`config.mk`:
```
export PLATFORM = sky130hd
export DESIGN_NAME = uart_tx_ctrl_flat
export DESIGN_NICKNAME = d
export VERILOG_FILES = /design/src/rtl/uart_tx_ctrl_pkg.sv /design/src/rtl/uart_tx_ctrl_if.sv /design/src/rtl/uart_tx_ctrl_baud_tick.sv /design/src/rtl/uart_tx_ctrl.sv /design/src/flat_wrapper.sv
export SDC_FILE = /design/constraint.sdc
export NUM_CORES = 1
export LEC_CHECK = 0
export BUFFER_PORTS_ARGS = -buffer_cell sky130_fd_sc_hd__buf_2
export CAP_MARGIN = 40
export CELL_PAD_IN_SITES_DETAIL_PLACEMENT = 1
export CELL_PAD_IN_SITES_GLOBAL_PLACEMENT = 2
export CORE_UTILIZATION = 37
export DETAILED_ROUTE_END_ITERATION = 16
export GPL_TIMING_DRIVEN = 0
export PLACE_DENSITY_LB_ADDON = 0.1
export SKIP_CTS_REPAIR_TIMING = 1
export SLEW_MARGIN = 20
export SYNTH_ARGS = -nofsm -noshare
export SYNTH_HDL_FRONTEND = slang
export SYNTH_HIERARCHICAL = 1
export SYNTH_SLANG_ARGS = --single-unit
```
`constraint.sdc`:
```
create_clock -name aclk -period 2.5 [get_ports aclk]
set_clock_uncertainty 0.1 [all_clocks]
set_input_delay 0.5 -clock aclk [delete_from_list [all_inputs] [get_ports aclk]]
set_output_delay 0.5 -clock aclk [all_outputs]
set_load 0.05 [all_outputs]
```
`src/rtl/uart_tx_ctrl_pkg.sv`:
```
// Shared UART definitions: line-rate defaults, baud divider derivation and TX state encoding.
package uart_pkg;

  localparam int DEF_CLK_FREQ_HZ = 50_000_000;
  localparam int DEF_BAUD_RATE   = 115200;

  // Integer truncation is intentional: the bit period rounds down to whole clocks.
  function automatic int baud_div(input int clk_hz, input int baud);
    return clk_hz / baud;
  endfunction

  localparam int DEF_BAUD_DIV = baud_div(DEF_CLK_FREQ_HZ, DEF_BAUD_RATE);

  typedef enum logic [2:0] {
    TX_IDLE   = 3'd0,
    TX_START  = 3'd1,
    TX_DATA   = 3'd2,
    TX_PARITY = 3'd3,
    TX_STOP   = 3'd4
  } tx_state_t;

endpackage

```
`src/rtl/uart_tx_ctrl_if.sv`:
```
// Byte handshake between the TX FIFO (master) and the UART transmit controller (slave).
interface uart_tx_ctrl_if;

  logic [7:0] tx_fifo_data;
  logic       tx_fifo_valid;
  logic       tx_fifo_ready;

  modport master (
    output tx_fifo_data,
    output tx_fifo_valid,
    input  tx_fifo_ready
  );

  modport slave (
    input  tx_fifo_data,
    input  tx_fifo_valid,
    output tx_fifo_ready
  );

endinterface

```
`src/rtl/uart_tx_ctrl_baud_tick.sv`:
```
// Bit-period counter with synchronous clear; tick marks the last clock of each bit.
// Shared between the TX and RX paths.
module uart_baud_tick #(
  parameter int BAUD_DIV = 434
) (
  input  logic aclk,
  input  logic aresetn,
  input  logic clr,
  output logic tick
);

  localparam int             CW   = (BAUD_DIV > 1) ? $clog2(BAUD_DIV) : 1;
  localparam logic [CW-1:0]  LAST = CW'(BAUD_DIV - 1);

  logic [CW-1:0] cnt_q;
  logic [CW-1:0] cnt_d;

  assign tick = (cnt_q == LAST);

  always_comb begin
    cnt_d = cnt_q + 1'b1;
    if (clr || tick) begin
      cnt_d = '0;
    end
  end

  always_ff @(posedge aclk or negedge aresetn) begin
    if (!aresetn) begin
      cnt_q <= '0;
    end else begin
      cnt_q <= cnt_d;
    end
  end

endmodule

```
`src/rtl/uart_tx_ctrl.sv`:
```
// UART transmitter: pops bytes from the TX FIFO and serializes 8N1 frames,
// or 8E1 frames when UART_TX_PARITY_EN is defined.
module uart_tx_ctrl
  import uart_pkg::*;
#(
  parameter int CLK_FREQ_HZ = DEF_CLK_FREQ_HZ,
  parameter int BAUD_RATE   = DEF_BAUD_RATE
) (
  input  logic           aclk,
  input  logic           aresetn,
  uart_tx_ctrl_if.slave  fifo_if,
  output logic           tx_serial,
  output logic           tx_busy
);

  localparam int BAUD_DIV = baud_div(CLK_FREQ_HZ, BAUD_RATE);

  tx_state_t  state_q, state_d;
  logic [7:0] shift_q, shift_d;
  logic [2:0] bit_idx_q, bit_idx_d;
  logic       serial_q, serial_d;
  logic       tick;
  logic       baud_clr;
  logic       idle;
`ifdef UART_TX_PARITY_EN
  logic       parity_q, parity_d;
`endif

  assign idle                  = (state_q == TX_IDLE);
  assign fifo_if.tx_fifo_ready = idle;
  assign tx_busy               = !idle;
  assign tx_serial             = serial_q;
  // Holding the counter clear through idle also gives the required clear on the handshake edge.
  assign baud_clr              = idle;

  uart_baud_tick #(
    .BAUD_DIV (BAUD_DIV)
  ) u_baud_tick (
    .aclk    (aclk),
    .aresetn (aresetn),
    .clr     (baud_clr),
    .tick    (tick)
  );

  always_comb begin
    state_d   = state_q;
    shift_d   = shift_q;
    bit_idx_d = bit_idx_q;
    serial_d  = serial_q;
`ifdef UART_TX_PARITY_EN
    parity_d  = parity_q;
`endif
    case (state_q)
      TX_IDLE: begin
        serial_d = 1'b1;
        if (fifo_if.tx_fifo_valid) begin
          shift_d  = fifo_if.tx_fifo_data;
`ifdef UART_TX_PARITY_EN
          parity_d = ^fifo_if.tx_fifo_data;
`endif
          serial_d = 1'b0;
          state_d  = TX_START;
        end
      end
      TX_START: begin
        if (tick) begin
          bit_idx_d = 3'd0;
          serial_d  = shift_q[0];
          state_d   = TX_DATA;
        end
      end
      TX_DATA: begin
        if (tick) begin
          if (bit_idx_q != 3'd7) begin
            bit_idx_d = bit_idx_q + 3'd1;
            serial_d  = shift_q[bit_idx_d];
          end else begin
`ifdef UART_TX_PARITY_EN
            serial_d = parity_q;
            state_d  = TX_PARITY;
`else
            serial_d = 1'b1;
            state_d  = TX_STOP;
`endif
          end
        end
      end
`ifdef UART_TX_PARITY_EN
      TX_PARITY: begin
        if (tick) begin
          serial_d = 1'b1;
          state_d  = TX_STOP;
        end
      end
`endif
      TX_STOP: begin
        if (tick) begin
          serial_d = 1'b1;
          state_d  = TX_IDLE;
        end
      end
      default: begin
        serial_d = 1'b1;
        state_d  = TX_IDLE;
      end
    endcase
  end

  always_ff @(posedge aclk or negedge aresetn) begin
    if (!aresetn) begin
      state_q   <= TX_IDLE;
      shift_q   <= '0;
      bit_idx_q <= '0;
      serial_q  <= 1'b1;
`ifdef UART_TX_PARITY_EN
      parity_q  <= 1'b0;
`endif
    end else begin
      state_q   <= state_d;
      shift_q   <= shift_d;
      bit_idx_q <= bit_idx_d;
      serial_q  <= serial_d;
`ifdef UART_TX_PARITY_EN
      parity_q  <= parity_d;
`endif
    end
  end

endmodule

```
`src/flat_wrapper.sv`:
```
// flat-port wrapper written by rule: the top's interface ports become plain ports
module uart_tx_ctrl_flat import uart_pkg::*;
#(
  parameter int CLK_FREQ_HZ = DEF_CLK_FREQ_HZ,
  parameter int BAUD_RATE   = DEF_BAUD_RATE
)
  (aclk, aresetn, tx_serial, tx_busy, fifo_if_tx_fifo_data, fifo_if_tx_fifo_valid, fifo_if_tx_fifo_ready);
  uart_tx_ctrl_if fifo_if_i ();
  input  logic aclk;
  input  logic aresetn;
  output logic tx_serial;
  output logic tx_busy;
  input wire logic [$bits(fifo_if_i.tx_fifo_data)-1:0] fifo_if_tx_fifo_data;
  input wire logic [$bits(fifo_if_i.tx_fifo_valid)-1:0] fifo_if_tx_fifo_valid;
  output wire logic [$bits(fifo_if_i.tx_fifo_ready)-1:0] fifo_if_tx_fifo_ready;
  assign fifo_if_i.tx_fifo_data = fifo_if_tx_fifo_data;
  assign fifo_if_i.tx_fifo_valid = fifo_if_tx_fifo_valid;
  assign fifo_if_tx_fifo_ready = fifo_if_i.tx_fifo_ready;
  uart_tx_ctrl #(.CLK_FREQ_HZ(CLK_FREQ_HZ), .BAUD_RATE(BAUD_RATE)) u_core (.aclk(aclk), .aresetn(aresetn), .fifo_if(fifo_if_i), .tx_serial(tx_serial), .tx_busy(tx_busy));
endmodule
```
Word-level counts from Yosys, hierarchy flattened
Cells that the tools add are included.
{"block": "classes", "addsub": 2, "magnitude_cmp": 1, "eq_ne": 11, "n_mux": 18, "n_reduce_logical": 8}
{"cell": "3-bit two-way mux", "count": 7}
{"cell": "3-bit one-hot mux with 4 select lines", "count": 1}
{"cell": "2-bit != test, second input constant", "count": 5}
{"cell": "9-bit by 1-bit adder with 9-bit output, second input constant", "count": 1}
{"cell": "9-bit == test, second input constant", "count": 1}
{"cell": "9-bit two-way mux", "count": 1}
{"cell": "1-bit two-way mux", "count": 6}
{"cell": "3-bit one-hot mux with 2 select lines", "count": 1}
{"cell": "5-bit AND reduction", "count": 1}
{"cell": "3-bit by 4-bit less-than comparator with 1-bit output, second input constant", "count": 1}
{"cell": "1-bit one-hot mux with 4 select lines", "count": 1}
{"cell": "4-bit AND reduction", "count": 1}
{"cell": "3-bit by 1-bit adder with 3-bit output, second input constant", "count": 1}
{"cell": "1-bit binary-select mux with 3-bit select", "count": 1}
{"cell": "3-bit by 1-bit == test with 1-bit output, second input constant", "count": 1}
{"cell": "3-bit by 2-bit == test with 1-bit output, second input constant", "count": 1}
{"cell": "3-bit == test, second input constant", "count": 1}
{"cell": "3-bit logical NOT", "count": 1}
{"cell": "3-bit != test, second input constant", "count": 1}
{"cell": "3-bit AND reduction", "count": 1}
{"cell": "2-bit by 1-bit != test with 1-bit output, second input constant", "count": 1}
{"cell": "2-bit AND reduction", "count": 1}
{"cell": "2-bit nonzero test", "count": 1}
{"cell": "1-bit logical NOT", "count": 1}
{"cell": "1-bit logical OR", "count": 1}
{"block": "totals", "regBits": 24, "output_inout_bits": 3, "word_cells": 45}

Depth between registers and ports, before layout
Gate-level depths: netlist of the first run.
{"block": "depth", "word_depth": 6, "ltp_mapped": 8, "mapped_depth_nobuf": 8}

Cells and area by module
The synthesis of the first run kept the hierarchy.
{"mod": "uart_tx_ctrl", "instances": 1, "cells_per_inst": 69, "area_each_um2": 789.5, "seq_area_each_um2": 376.6}
{"mod": "uart_baud_tick", "instances": 1, "cells_per_inst": 48, "area_each_um2": 485.5, "seq_area_each_um2": 225.2}

Worst setup path before layout of the first run
Ideal clock, no wire load.
{"block": "synth_path", "path_type": "reg-to-output", "startpoint": "register u_core.state_q[0]", "endpoint": "output tx_busy", "arrival_time_ps": 1856, "required_ps": 1900, "slack_ps": 44, "stages_incl_launch_ff": 4, "n_path_buf": 1, "path_cell_list": "dfrtp_1 buf_2 nor3_2 inv_1"}
{"block": "synth_between", "elab_chain_cells": 2}
{"element": "start, declared", "line_no": "uart_tx_ctrl.sv:18", "rtl": "tx_state_t state_q, state_d;"}
{"element": "start signal, assigned", "line_no": "uart_tx_ctrl.sv:119", "rtl": "state_q <= state_d;"}
{"element": "3-bit logical NOT", "line_no": "uart_tx_ctrl.sv:29", "rtl": "assign idle = (state_q == TX_IDLE);"}
{"element": "named net fifo_if_tx_fifo_ready", "line_no": "flat_wrapper.sv:15", "rtl": "output wire logic [$bits(fifo_if_i.tx_fifo_ready)-1:0] fifo_if_tx_fifo_ready;"}
{"element": "1-bit logical NOT", "line_no": "uart_tx_ctrl.sv:31", "rtl": "assign tx_busy = !idle;"}
{"element": "end, declared", "line_no": "flat_wrapper.sv:12", "rtl": "output logic tx_busy;"}
The timed path passes the listed nets, and every way through them passes these cells.

Final worst setup path of the first run
{"block": "layout_path", "startpoint": "register u_core.state_q[0]", "endpoint": "output fifo_if_tx_fifo_ready"}
{"block": "layout_between", "elab_chain_cells": 1}
{"element": "3-bit logical NOT", "line_no": "uart_tx_ctrl.sv:29"}
{"element": "end, declared", "line_no": "flat_wrapper.sv:15"}
Every way passes these cells.

==> results.md, run 1 <==
- Antenna Cells: 0
- Status: finished, final reports clean
- Leakage: about 0.00062 uW
- Worst EP arrival: 1710 ps
- Total routed wirelength: 2680 um
- Rows: 20
- # clock sinks: 24
- Clk slew on worst S/H paths: approximately 140 ps
- Combinational share of power: 41.2%
- Via density: 5.40
- Clk buf depth: 2
- Root Buffer: clkbuf_4
- Placed Area: around 0.0014 mm2
- Placeable Area: 0.00315 mm2
- CP startpoint kind: register
- TritonCTS clock tree: yes
- Initial core utilization: approximately 40%
- Design area: about 0.0014 mm2
- Antenna Nets Post-Route: 0
- Initial antenna violation count: 0
- Final setup fails: 0
- Worst skew pair latency: 310 ps
- Min cycle time layout: 2310 ps
- Die X: 60.7 um
- WL/cell: roughly 15 um
- # IOs: 14
- Sw frac: 40.7%
- Worst EP required: 1900 ps
- Post-DP HPWL: 1940 um
- CP Capture Type: output port
- Synth Cell Area: 0.00127 mm2
- Die Y: 60.7 um
- Area grow syn2layout: 12.7%
- Sequential share of power: 44.7%
- Via count: 962
- Hold Slack: 46.8 ps
- Critical-path maximum fanout: 10
- CTS Buf Count: 3
- Largest net degree at the start of global routing: 25
- Initial DRC count: 23
- Total grt overflow: 0
- Worst Tran Pin Value: 549 ps
- Fmax achieved: 433 MHz
- Tcrit/Tclk final: 92.3%
- Post-route core utilization: 45.6%
- Final hold violations: 0
- Setup TNS: 0 ps
- VDD IR max: between 0.4 and 0.5 mV
- Drt first pass iters: 4
- Unique masters post-synth: 39
- Sequential-to-total area share from yosys stat: 47.2%
- Yosys warnings: 6
- RSZ-0062 raised after global routing: no
- H-Tree Level Count: 1
- Port Buffers: 13
- Synth Instances: 117
- Global-route usage over all layers: 16.8%
- Slew Viols, Final: 0
- Critical path class: register to output port
- Die footprint: around 0.0037 mm2
- Vias in the first global route: 1,019
- Syn Area/Cell: 10.9 um2
- Number of max-cap violations: 0
- Dominant cell type by area after synthesis: dfrtp_1
- Headroom to the max-slew limit: 63.4%
- Power Density: 1040 mW/mm2
- Synth Register Bits: 24
- Share of layout cells above drive strength 1: 29.1%
- Yosys top cell area share: a little under half
- Clk pwr share: 14.0%
- # DRC: 0
- Largest cells by area after synthesis: dfrtp_1 (45%), mux2_2 (7.1%), ha_1 (3.9%)
- Switching power: 607 uW
- Syn_nets: 132
- Routability cong.: 0.730
- Hold WC Path Type: input pin to async pin
- Pint: between 800 and 900 uW
- First-pass GRT wire length: 4490 um
- Net count, final: 150
[worst paths after layout]
check | startpoint | end | slack (ps) | cells after the start
min reg2reg | u_core/bit_idx_q[1] | u_core/bit_idx_q[1] | 420 | 2
min | aresetn | u_core/state_q[1] | 50 | 1
max in group asynchronous | aresetn | u_core/tx_serial | 1880 | 1
max reg2reg | u_core/u_baud_tick/cnt_q[2] | u_core/bit_idx_q[0] | 230 | 6
max | u_core/state_q[0] | fifo_if_tx_fifo_ready | 190 | 3
min in group aclk | fifo_if_tx_fifo_data[4] | u_core/shift_q[4] | 310 | 2
[sequential cells by signal, indices dropped and copies added, names as in the netlist]
signal / cells
u_core/bit_idx_q: 3
u_core/tx_serial: 1
u_core/u_baud_tick/cnt_q: 9
u_core/shift_q: 8
u_core/state_q: 3
[Yosys cell counts]
library cell  number
a2111oi_0          1
a21oi_1            3
a31oi_1            3
and2_1             2
buf_2              2
buf_4              2
dfrtp_1           23
dfstp_2            1
ha_1               4
inv_1              5
mux2_2             8
mux2i_1            3
mux4_2             1
nand2_1           10
nand2b_1           1
nand3_1            4
nand4_1            1
nand4_2            1
nand4b_1           1
nor2_1             7
nor2b_1            2
nor3_1             3
nor3_2             1
nor3b_1            3
o211ai_1           1
o21ai_0            6
o21ai_1            1
o221ai_1           1
o311ai_1           1
o31ai_1            1
o31ai_4            1
o41ai_2            1
or3_1              3
or3_4              1
or3b_1             1
or3b_2             2
or4_1              1
xnor2_1            1
xor2_1             3
[cell type report]
class                           count  area (um2)
Fill cell                         376        1720
Multi-Input combinational cell     84         634
Sequential cell                    24         602
Timing Repair Buffer               13        65.1
Tap cell                           44        55.1
Clock buffer                        4        36.3
Buffer                              4        25.0
Inverter                            5        18.8
[metrics by stage]
stage          instances  setup slack (ps)  total power (uW)
2_1_floorplan        117              43.8              1130
3_3_place_gp         174              52.4              1250
3_5_place_dp         174              42.1              1290
4_1_cts              178             -9.74              1510
5_1_grt              178              90.2              1610
6_report             178               191              1490
[worst max-delay path: stages, from the launching register on]
cell	delay, ps
dfrtp_1	400
buf_2	180
nor3_2	450
buf_2	360
[power by group through the flow]
stage | Combinational (uW) | Clock (uW) | Sequential [uW]
2_1_floorplan | 467 | 0 | 663
3_3_place_gp | 588 | 0 | 665
3_5_place_dp | 619 | 0 | 676
4_1_cts | 623 | 220 | 666
5_1_grt | 690 | 232 | 691
6_report | 615 | 209 | 667
[layer usage]
metal	global-route usage [%]	part of all wire, %
met1	22.3	49
met2	28.6	47
met3	1.92	3.2
met4	5.84	0.56
met5	0	0
[placed cells by master (no fill, tap or decap), types with 3 or more instances in the layout]
cell type  netlist  routed
dfrtp_1         23      23
buf_2            2      15
nand2_1         10      10
mux2_2           8       8
nor2_1           7       7
o21ai_0          6       6
inv_1            5       5
nand3_1          4       4
ha_1             4       4
clkbuf_4         0       3
nor3b_1          3       3
or3_1            3       3
a21oi_1          3       3
mux2i_1          3       3
xor2_1           3       3
a31oi_1          3       3
[kinds of logic (layout without fill, tap and decap cells)]
kind of cell               after synthesis  in the layout  share of synthesized area, %
DFF                                     24             24                          47.2
buffers and inverters                    9             26                          3.43
muxes                                   12             12                          11.2
and+or+nand+nor                         44             44                          19.9
adders and majority gates                4              4                          3.93
AOI/OAI and AO/OA                       20             20                          11.6
xor gates and xnor gates                 4              4                          2.75
(Power assumes the default switching activity.)
==> run 2, diff against run 1 <==
- CORE_MARGIN: unset -> 3
- RECOVER_POWER: unset -> 50
==> run 2 against run 1 <==
Flip-flop and latch count unchanged; die area increased by 14%; sequential power decreased by 1%; non-clock buffer count unchanged; sequential share of layout area decreased by 0.79 points; clock power increased by 37%; register-to-register slack improved by 100 ps; final cell count unchanged; combinational power increased by 2%; fmax increased by 4.4%; clock-buffer cell count decreased by 1; largest power group unchanged.
==> results.md, run 2 (synthesis gave the netlist of run 1 again) <==
- # clock sinks: 24
- Die X: 64.7 um
- RSZ-0062 raised after global routing: no
- Die footprint: roughly 0.0042 mm2
- Largest net degree at the start of global routing: 25
- # DRC: 0
- Commonest non-fill, non-tap cells in the layout: dfrtp_1 (23), buf_2 (14), nand2_1 (10)
- Placed Cells: 174
- Port Buffers: 13
- Net count, final: 150
- Fmax achieved: around 450 MHz
- Setup TNS: 0 ps
- Antenna Nets Post-Route: 0
- Tcrit/Tclk final: 88.5%
- Drt first pass iters: 4
- Largest Register: u_core/u_baud_tick/cnt_q
- Power Total: between 1500 and 2000 uW
- Pint: 962 uW
- Most used cell, CP: buf_2
- Clk pwr share: 18.2%
- CP Capture Type: output port
- Vias in the first global route: ~1,000
- Initial core utilization: 40.1%
- Antenna Cells: 0
- # IOs: 14
- Sequential share of power: 42.0%
- First-pass GRT wire length: 4870 um
- Clk slew on worst S/H paths: 150 ps
- Placeable Area: 0.00318 mm2
- Leakage: 0.000635 uW
- Critical-path maximum fanout: 10
- Slowest cell on crit path: dfrtp_1
- Root Buffer: clkbuf_4
- VDD IR max: 0.433 mV
- TritonCTS clock tree: yes
- Finished Layout Cells: 178
- CP startpoint kind: register
- Power Density: 1070 mW/mm2
- Via count: 927
- Initial antenna violation count: 0
- Largest register FFs: 9
- Initial DRC count: 28
- Final hold violations: 0
- Die Y: 64.7 um
- Hold WC Path Type: input pin to register
- Share of layout cells above drive strength 1: 28.4%
- Clk buf depth: 2
- Critical path class: register to output port
- Min cycle time layout: around 2200 ps
- Crit path cell chain: buf_2, nor3_4, buf_2
- Routability cong.: 0.772
- Worst Tran Pin Value: about 1300 ps
- Worst EP arrival: 1610 ps
- Top Registers: u_core/u_baud_tick/cnt_q (9), u_core/shift_q (8)
- Total grt overflow: 0
- Most common cell after layout, fill and taps aside: dfrtp_1
- Combinational share of power: 39.8%
- CTS Buf Count: 3
- Post-route core utilization: 46.1%
- Worst EP required: ~1900 ps
- Layout fillers: roughly 380
- Number of max-cap violations: 0
- Via density: 5.21
- Slew Viols, Final: 0
- Worst skew pair latency: 320 ps
- Status: finished, final reports clean
- Headroom to the max-slew limit: 12.2%
- Final setup fails: 0
- Global-route usage over all layers: between 10% and 20%
- Switching power: 609 uW
- H-Tree Level Count: 1
- WL/cell: ~15 um
- Total routed wirelength: 2640 um
- Post-DP HPWL: 1920 um
- Rows: 20
- Sw frac: between 30 and 40%
- Worst stage delay on the critical path: 410 ps
- Area grow syn2layout: 14.8%
## run 2: worst paths after layout
kind / depth (start not counted) / slack, ps / startpoint / endpoint
min reg2reg: 2 / 410 / u_core/bit_idx_q[1] / u_core/bit_idx_q[1]
min: 2 / 300 / fifo_if_tx_fifo_data[7] / u_core/shift_q[7]
max in group asynchronous: 1 / 1190 / aresetn / u_core/bit_idx_q[1]
min in group asynchronous: 1 / 330 / aresetn / u_core/u_baud_tick/cnt_q[5]
max reg2reg: 6 / 330 / u_core/u_baud_tick/cnt_q[2] / u_core/bit_idx_q[0]
max: 3 / 290 / u_core/state_q[0] / fifo_if_tx_fifo_ready
## run 2: worst max-delay path, delay by kind of cell, from the launching register on
family,cells,cell delay (ps)
AND/OR/NAND/NOR,1,360
flip-flops,1,410
buffers and inverters,2,520
## run 2: cell type report
type                       count  area (um2)  area share, %
inverter                       5        18.8           1.28
buffer                         4        25.0           1.71
sequential                    24         602           41.1
timing repair buffer          13        63.8           4.36
multi-input combinational     84         647           44.2
tap                           44        55.1           3.76
clock inverter                 1        30.0           2.05
clock buffer                   3        22.5           1.54
## run 2: per-stage QoR
stage,setup slack (ps),hold slack [ps],cell area [um2]
floorplan,43.8,104,1270
global placement,38.6,372,1400
detailed placement,82.2,391,1400
CTS,13.6,42.9,1450
global route,81.2,272,1460
finish,289,297,1460
## run 2: metal layers
layer	global-route usage [%]	share of wire (%)	up-vias
li1	-	-	461
met5	0	0	-
met1	21.9	50	451
met3	2.77	3.6	2
met2	21.7	46	13
met4	4.75	0.57	0
## run 2: power groups by stage
stage / clock (uW) / combinational, uW / sequential (uW)
after global routing: 312 / 715 / 690
after floorplan: 0 / 467 / 663
after detailed placement: 0 / 611 / 674
after global placement: 0 / 588 / 664
after CTS: 301 / 616 / 664
final: 286 / 625 / 660
